$ cat src/rtl/tile_match_core.sv
// Tile-matching game engine: owns the board symbols, the two-pick selection
// sequence, match/mismatch resolution, the move score and end-of-game status.
module tile_match_core #(
    parameter int NUM_TILES   = 10,
    parameter int TILE_W      = 4,
    parameter int SCORE_W     = 8,
    parameter int SHOW_CYCLES = 50000000,
    parameter int MAX_MOVES   = 0,
    parameter int IDX_W       = $clog2(NUM_TILES)
) (
    input  logic                 CLOCK_50,
    input  logic                 userquit,
    input  logic                 load_en,
    input  logic [IDX_W-1:0]     load_idx,
    input  logic [TILE_W-1:0]    load_sym,
    input  logic                 start,
    input  logic                 sel_valid,
    input  logic [IDX_W-1:0]     sel_idx,
    output logic                 sel_ready,
    output logic                 sel_err,
    output logic [NUM_TILES-1:0] revealed,
    output logic [NUM_TILES-1:0] matched,
    output logic [SCORE_W-1:0]   moves,
    output logic [IDX_W-1:0]     pairs_found,
    output logic                 in_game,
    output logic                 game_over,
    output logic                 won,
    output logic [2:0]           state
);

    typedef enum logic [2:0] {
        S_IDLE        = 3'd0,
        S_WAIT_FIRST  = 3'd1,
        S_WAIT_SECOND = 3'd2,
        S_COMPARE     = 3'd3,
        S_SHOW        = 3'd4,
        S_DONE        = 3'd5
    } state_t;

    localparam int                 TMR_W      = (SHOW_CYCLES > 1) ? $clog2(SHOW_CYCLES) : 1;
    localparam logic [TMR_W-1:0]   TMR_LOAD   = TMR_W'(SHOW_CYCLES - 1);
    localparam logic [IDX_W:0]     TILES_EXT  = (IDX_W + 1)'(NUM_TILES);
    localparam logic [IDX_W-1:0]   NUM_PAIRS  = IDX_W'(NUM_TILES / 2);
    localparam logic [SCORE_W-1:0] MOVE_LIMIT = SCORE_W'(MAX_MOVES);

    state_t state_q, state_d;

    logic [TILE_W-1:0]    board_q [NUM_TILES];
    logic [TILE_W-1:0]    board_d [NUM_TILES];
    logic [IDX_W-1:0]     first_q, first_d;
    logic [IDX_W-1:0]     second_q, second_d;
    logic [NUM_TILES-1:0] revealed_q, revealed_d;
    logic [NUM_TILES-1:0] matched_q, matched_d;
    logic [SCORE_W-1:0]   moves_q, moves_d;
    logic [IDX_W-1:0]     pairs_q, pairs_d;
    logic                 won_q, won_d;
    logic                 sel_err_q, sel_err_d;
    logic [TMR_W-1:0]     timer_q, timer_d;

    logic sel_in_range;
    logic sel_accept;
    logic load_ok;
    logic pair_equal;
    logic last_pair;
    logic limit_hit;
    logic restart_ok;

    // Selection qualification and compare-stage decisions
    always_comb begin
        sel_in_range = ({1'b0, sel_idx} < TILES_EXT);
        load_ok      = ({1'b0, load_idx} < TILES_EXT);
        sel_accept   = sel_valid && sel_ready && sel_in_range && !matched_q[sel_idx]
                       && !(state_q == S_WAIT_SECOND && sel_idx == first_q);
        pair_equal   = (board_q[first_q] == board_q[second_q]);
        last_pair    = ((pairs_q + IDX_W'(1)) == NUM_PAIRS);
        limit_hit    = (MAX_MOVES != 0) && (moves_q >= MOVE_LIMIT);
        restart_ok   = start && (state_q == S_IDLE || state_q == S_DONE);
    end

    always_ff @(posedge CLOCK_50) begin
        if (userquit) begin
            state_q <= S_IDLE;
        end else begin
            state_q <= state_d;
        end
    end

    always_comb begin
        state_d = state_q;
        case (state_q)
            S_IDLE, S_DONE: if (start) state_d = S_WAIT_FIRST;
            S_WAIT_FIRST:   if (sel_accept) state_d = S_WAIT_SECOND;
            S_WAIT_SECOND:  if (sel_accept) state_d = S_COMPARE;
            S_COMPARE: begin
                if (!pair_equal)    state_d = S_SHOW;
                else if (last_pair) state_d = S_DONE;
                else                state_d = S_WAIT_FIRST;
            end
            S_SHOW: begin
                if (timer_q == '0) state_d = limit_hit ? S_DONE : S_WAIT_FIRST;
            end
            default: state_d = S_IDLE;
        endcase
    end

    always_comb begin
        sel_ready = (state_q == S_WAIT_FIRST) || (state_q == S_WAIT_SECOND);
        in_game   = (state_q == S_WAIT_FIRST) || (state_q == S_WAIT_SECOND)
                    || (state_q == S_COMPARE) || (state_q == S_SHOW);
        game_over = (state_q == S_DONE);
        state     = state_q;
    end

    always_comb begin
        board_d    = board_q;
        first_d    = first_q;
        second_d   = second_q;
        revealed_d = revealed_q;
        matched_d  = matched_q;
        moves_d    = moves_q;
        pairs_d    = pairs_q;
        won_d      = won_q;
        timer_d    = timer_q;
        sel_err_d  = sel_valid && sel_ready && !sel_accept;

        if (state_q == S_IDLE && load_en && load_ok) begin
            board_d[load_idx] = load_sym;
        end

        if (restart_ok) begin
            revealed_d = '0;
            matched_d  = '0;
            moves_d    = '0;
            pairs_d    = '0;
            won_d      = 1'b0;
        end

        case (state_q)
            S_WAIT_FIRST: begin
                if (sel_accept) begin
                    first_d             = sel_idx;
                    revealed_d[sel_idx] = 1'b1;
                end
            end
            S_WAIT_SECOND: begin
                if (sel_accept) begin
                    second_d            = sel_idx;
                    revealed_d[sel_idx] = 1'b1;
                    if (moves_q != '1) moves_d = moves_q + SCORE_W'(1);
                end
            end
            S_COMPARE: begin
                // revealed holds exactly the two picks, so it doubles as the pair mask
                if (pair_equal) begin
                    matched_d  = matched_q | revealed_q;
                    revealed_d = '0;
                    pairs_d    = pairs_q + IDX_W'(1);
                    if (last_pair) won_d = 1'b1;
                end else begin
                    timer_d = TMR_LOAD;
                end
            end
            S_SHOW: begin
                if (timer_q == '0) revealed_d = '0;
                else               timer_d    = timer_q - TMR_W'(1);
            end
            default: ;
        endcase
    end

    // Board contents survive userquit so a quit does not force a reload
    always_ff @(posedge CLOCK_50) begin
        board_q  <= board_d;
        first_q  <= first_d;
        second_q <= second_d;
    end

    always_ff @(posedge CLOCK_50) begin
        if (userquit) begin
            revealed_q <= '0;
            matched_q  <= '0;
            moves_q    <= '0;
            pairs_q    <= '0;
            won_q      <= 1'b0;
            sel_err_q  <= 1'b0;
            timer_q    <= '0;
        end else begin
            revealed_q <= revealed_d;
            matched_q  <= matched_d;
            moves_q    <= moves_d;
            pairs_q    <= pairs_d;
            won_q      <= won_d;
            sel_err_q  <= sel_err_d;
            timer_q    <= timer_d;
        end
    end

    assign revealed    = revealed_q;
    assign matched     = matched_q;
    assign moves       = moves_q;
    assign pairs_found = pairs_q;
    assign won         = won_q;
    assign sel_err     = sel_err_q;

endmodule
$ cat config.mk
export PLATFORM = sky130hd
export DESIGN_NAME = tile_match_core
export DESIGN_NICKNAME = d
export VERILOG_FILES = /design/src/rtl/tile_match_core.sv
export SDC_FILE = /design/constraint.sdc
export NUM_CORES = 1
export LEC_CHECK = 0
export BUFFER_PORTS_ARGS = -buffer_cell sky130_fd_sc_hd__buf_2
export CAP_MARGIN = 20
export CORE_ASPECT_RATIO = 1.1
export CORE_UTILIZATION = 35
export CTS_CLUSTER_SIZE = 25
export DETAILED_ROUTE_END_ITERATION = 10
export RECOVER_POWER = 50
export SETUP_SLACK_MARGIN = 0.3
export SLEW_MARGIN = 20
export SYNTH_ARGS = -nofsm -noshare
export SYNTH_HDL_FRONTEND = slang
export SYNTH_SLANG_ARGS = --single-unit
$ cat constraint.sdc
create_clock -name CLOCK_50 -period 2.68 [get_ports CLOCK_50]
set_clock_uncertainty 0.15 [all_clocks]
set_input_delay 0.134 -clock CLOCK_50 [delete_from_list [all_inputs] [get_ports CLOCK_50]]
set_output_delay 0.134 -clock CLOCK_50 [all_outputs]
set_load 0.01 [all_outputs]
==> flow_summary.toml <==
[synth]
syn_inst = 493
synth_top_cell_area_share = 0.271
synthArstFlopShare = 0
post_synth_instance_area_um2 = 5320
synth_xor_area_frac = 0.0527
synth_seq_area_share = 0.508
yosys.area_share.adder = 0.00941
synth.yosys.warnings = 0
syn_avg_cell_area_um2 = 10.8
yosys_most_used_dff = "sky130_fd_sc_hd__dfxtp_1"
combinational_family_with_the_most_area_after_synthesis = "simple AND/OR/NAND/NOR gates"
yosysTopAreaCell = "sky130_fd_sc_hd__edfxtp_1"
synth_simple_gate_area_share = 0.162
synth.net_count = 514
fraction_of_synthesized_area_in_multiplexers = 0.0920
yosysUniqueCellTypes = 63
ys_ff_latch = 111
netlist_top_cells_area = "sky130_fd_sc_hd__edfxtp_1 (27%), sky130_fd_sc_hd__dfxtp_1 (24%), sky130_fd_sc_hd__mux4_2 (3.8%), sky130_fd_sc_hd__xnor2_1 (3.5%), sky130_fd_sc_hd__a21oi_1 (3.2%)"
fraction_of_the_mapped_netlist_area_in_compound_gates = 0.140
synth_enable_flop_cells = 48

[pwr]
power_leakage_uw = 0.00231
p_per_area_nw_per_um2 = 590
vdd.ir_drop.worst_mv = 0.306

[cells_and_area]
drive_above_1_share = 0.221
multiInputGateArea_um2 = 2630
syn_to_final_growth_pct = 22.5
final_cell_mix = "sky130_fd_sc_hd__dfxtp_1 (63), sky130_fd_sc_hd__edfxtp_1 (48), sky130_fd_sc_hd__clkbuf_1 (41)"
instances_no_fill = 773
final_common_cell = "sky130_fd_sc_hd__dfxtp_1"
num-fill-cells = 1446
layout.area.seq_um2 = 2700
finish.net_count = 596

[sta]
finalSetupViolCount = 0
finalWorstPathRequiredPeriod_ps = 2640
grt_setup_unrepaired = "true"
final_total_negative_setup_slack_ps = 0
worst_pin_slew_ps = 759
final_min_period_over_clock_period = 0.984
post-route-worst-setup-slack_ps = 44.0
timing.final.max_slew_violations = 0
report.final.hold_viol_count = 0
slew_headroom = 0.490
timing.fmax_mhz = 379

[route]
maxUsedRoutingLayer = "met4"
routedLengthMet1_um = 5650
routed-via-count = 4222
avgRoutedWirePerCell_um = 17.9
detail_route.first_pass.iterations = 4
first_iter_violations = 289
ant_nets = 0
drc = 0
detail_route.wirelength_um = 13800
wl_met3_um = 780
met2_wirelength_um = 6920
routed_via_density = 5.46

[clock_tree]
numCtsBuffers = 9
clock_path_buffers = 2
worstSkewPairLatency_ps = 360
cts_htree_levels = 3
tritoncts_clock_tree = "yes"
cts.reportedPaths.clkPinSlew_ps = 70
clock_sinks = 111
root_buffer = "sky130_fd_sc_hd__clkbuf_16"

[floorplanning]
placementRows = 46
core_area_um2 = 14600
die_w_um = 120
effective_utilization_at_floorplan = 0.364
floorplan.die.height_um = 131
number_of_top_level_design_ports = 57
die_area_um2 = 15700

[grt]
grt_util_all_layers = 0.181
grt_start_max_net_pins = 31
grt_first_pass_wirelength_um = 22100
antenna_found_initial = 1
first_global_vias = 4302
gr-total-overflow = 0

[worst_setup_path]
worst_r2r_startpoint = "first_q[0]"
crit_path_start = "first_q[0]"
worst-endpoint-arrival_ps = 2790
crit_type = "reg2reg"
timing.critical_path.from_type = "register"
critPathRequiredTime_ps = 2830
crit_path_max_fanout = 5
nature_of_the_critical_path_endpoint = "register"

[place]
place_inst = 746
dpl_worst_slack_ps = -110
port_buffers = 56
gp_congestion = 0.958
place.detailed.hpwl_um = 10000

[job]
cap_viol_max_count = 0

[min_path]
worstHoldPathType = "in2reg"
hp-start = "load_idx[0]"

[status]
status = "finished, final reports clean"
power by group:
group	leakage (uW)	switching, uW	internal, uW
Sequential	0.000941	52.2	1820
Clock	0.000139	615	640
Combinational	0.00123	425	293
Total	0.00231	1090	2750
worst max-delay path, stage by stage (launching register included):
cell and delay [ps]:
sky130_fd_sc_hd__edfxtp_1 480, sky130_fd_sc_hd__buf_6 150, sky130_fd_sc_hd__mux4_2 500, sky130_fd_sc_hd__a2bb2oi_2 150, sky130_fd_sc_hd__a22oi_2 210, sky130_fd_sc_hd__xnor2_2 160, sky130_fd_sc_hd__nand4_1 130, sky130_fd_sc_hd__buf_6 160
sky130_fd_sc_hd__nor3_4 210, sky130_fd_sc_hd__buf_6 160, sky130_fd_sc_hd__a22o_1 130
final cells by class:
type	count	share of cell area
Sequential cell	111	0.415
Multi-Input combinational cell	340	0.404
Timing Repair Buffer	99	0.0926
Tap cell	192	0.0369
Clock buffer	10	0.0354
Inverter	14	0.00884
Clock inverter	6	0.00653
Antenna cell	1	0.000384
worst paths after layout:
check                                   to  slack, ps  depth (start not counted)
worst max-delay path            matched[1]         40                         10
worst min-delay path            board_q[6]         20                          2
worst max register to register  matched[1]         40                         10
worst min register to register         won        340                          1
stage by stage:
step	area, um2	power, uW	util	hold slack, ps
after floorplan	5400	2330	-	82.9
after global placement	6000	2560	0.410	311
after detailed placement	6000	2570	0.410	311
after CTS	6490	3860	0.444	1.00
after global routing	6510	4020	0.445	30.3
final	6510	3840	0.445	20.1
metal layers:
layer | track usage | vias to the layer above
met3 | 0.0516 | 32
li1 | - | 2031
met1 | 0.212 | 2037
met2 | 0.301 | 122
met5 | 0 | -
met4 | 0.0917 | 0
Yosys cell counts (all sizes together) (2+ instances only):
cell type   n
and3        2
o21ai       9
a32oi       8
a2bb2oi     4
nand2b      5
mux2i      17
nor3       27
and2        3
nand3      18
ha          4
or2         6
nand2      16
mux2        8
nand3b      5
buf        10
o2111ai     2
dfxtp      63
or4         5
clkbuf     18
a31oi       7
mux4       10
nor2       40
o211ai      4
a311oi      2
a21o        2
a22o       11
a22oi      10
a21oi      35
nand4b      2
edfxtp     48
xor2       11
nor4b       3
inv        13
nor2b       8
nand4       7
nor4        7
or3         4
xnor2      21
state kept, by name (all words and copies together) (netlist names):
signal / flops
board_q: 40
first_q: 4
matched: 10
moves: 8
pairs_found: 4
revealed: 10
second_q: 4
sel_err: 1
state: 3
timer_q: 26
won: 1
cell families after synthesis:
kind of cell,Yosys count
AOI/OAI and AO/OA,107
muxes,35
adders and majority gates,4
buffers and inverters,42
DFF,111
xor gates and xnor gates,32
and+or+nand+nor,162
repair_timing:
item / in CTS / in global routing
gates cloned: 1 / 0
pin swaps: 18 / 14
gates resized for setup: 30 / 16
setup buffers: 2 / 0
endpoints found under the setup margin: 59 / 71
endpoints found under the hold margin: 21 / 0
hold buffers: 7 / 0
Note: power is estimated with default switching activity, not from simulation.
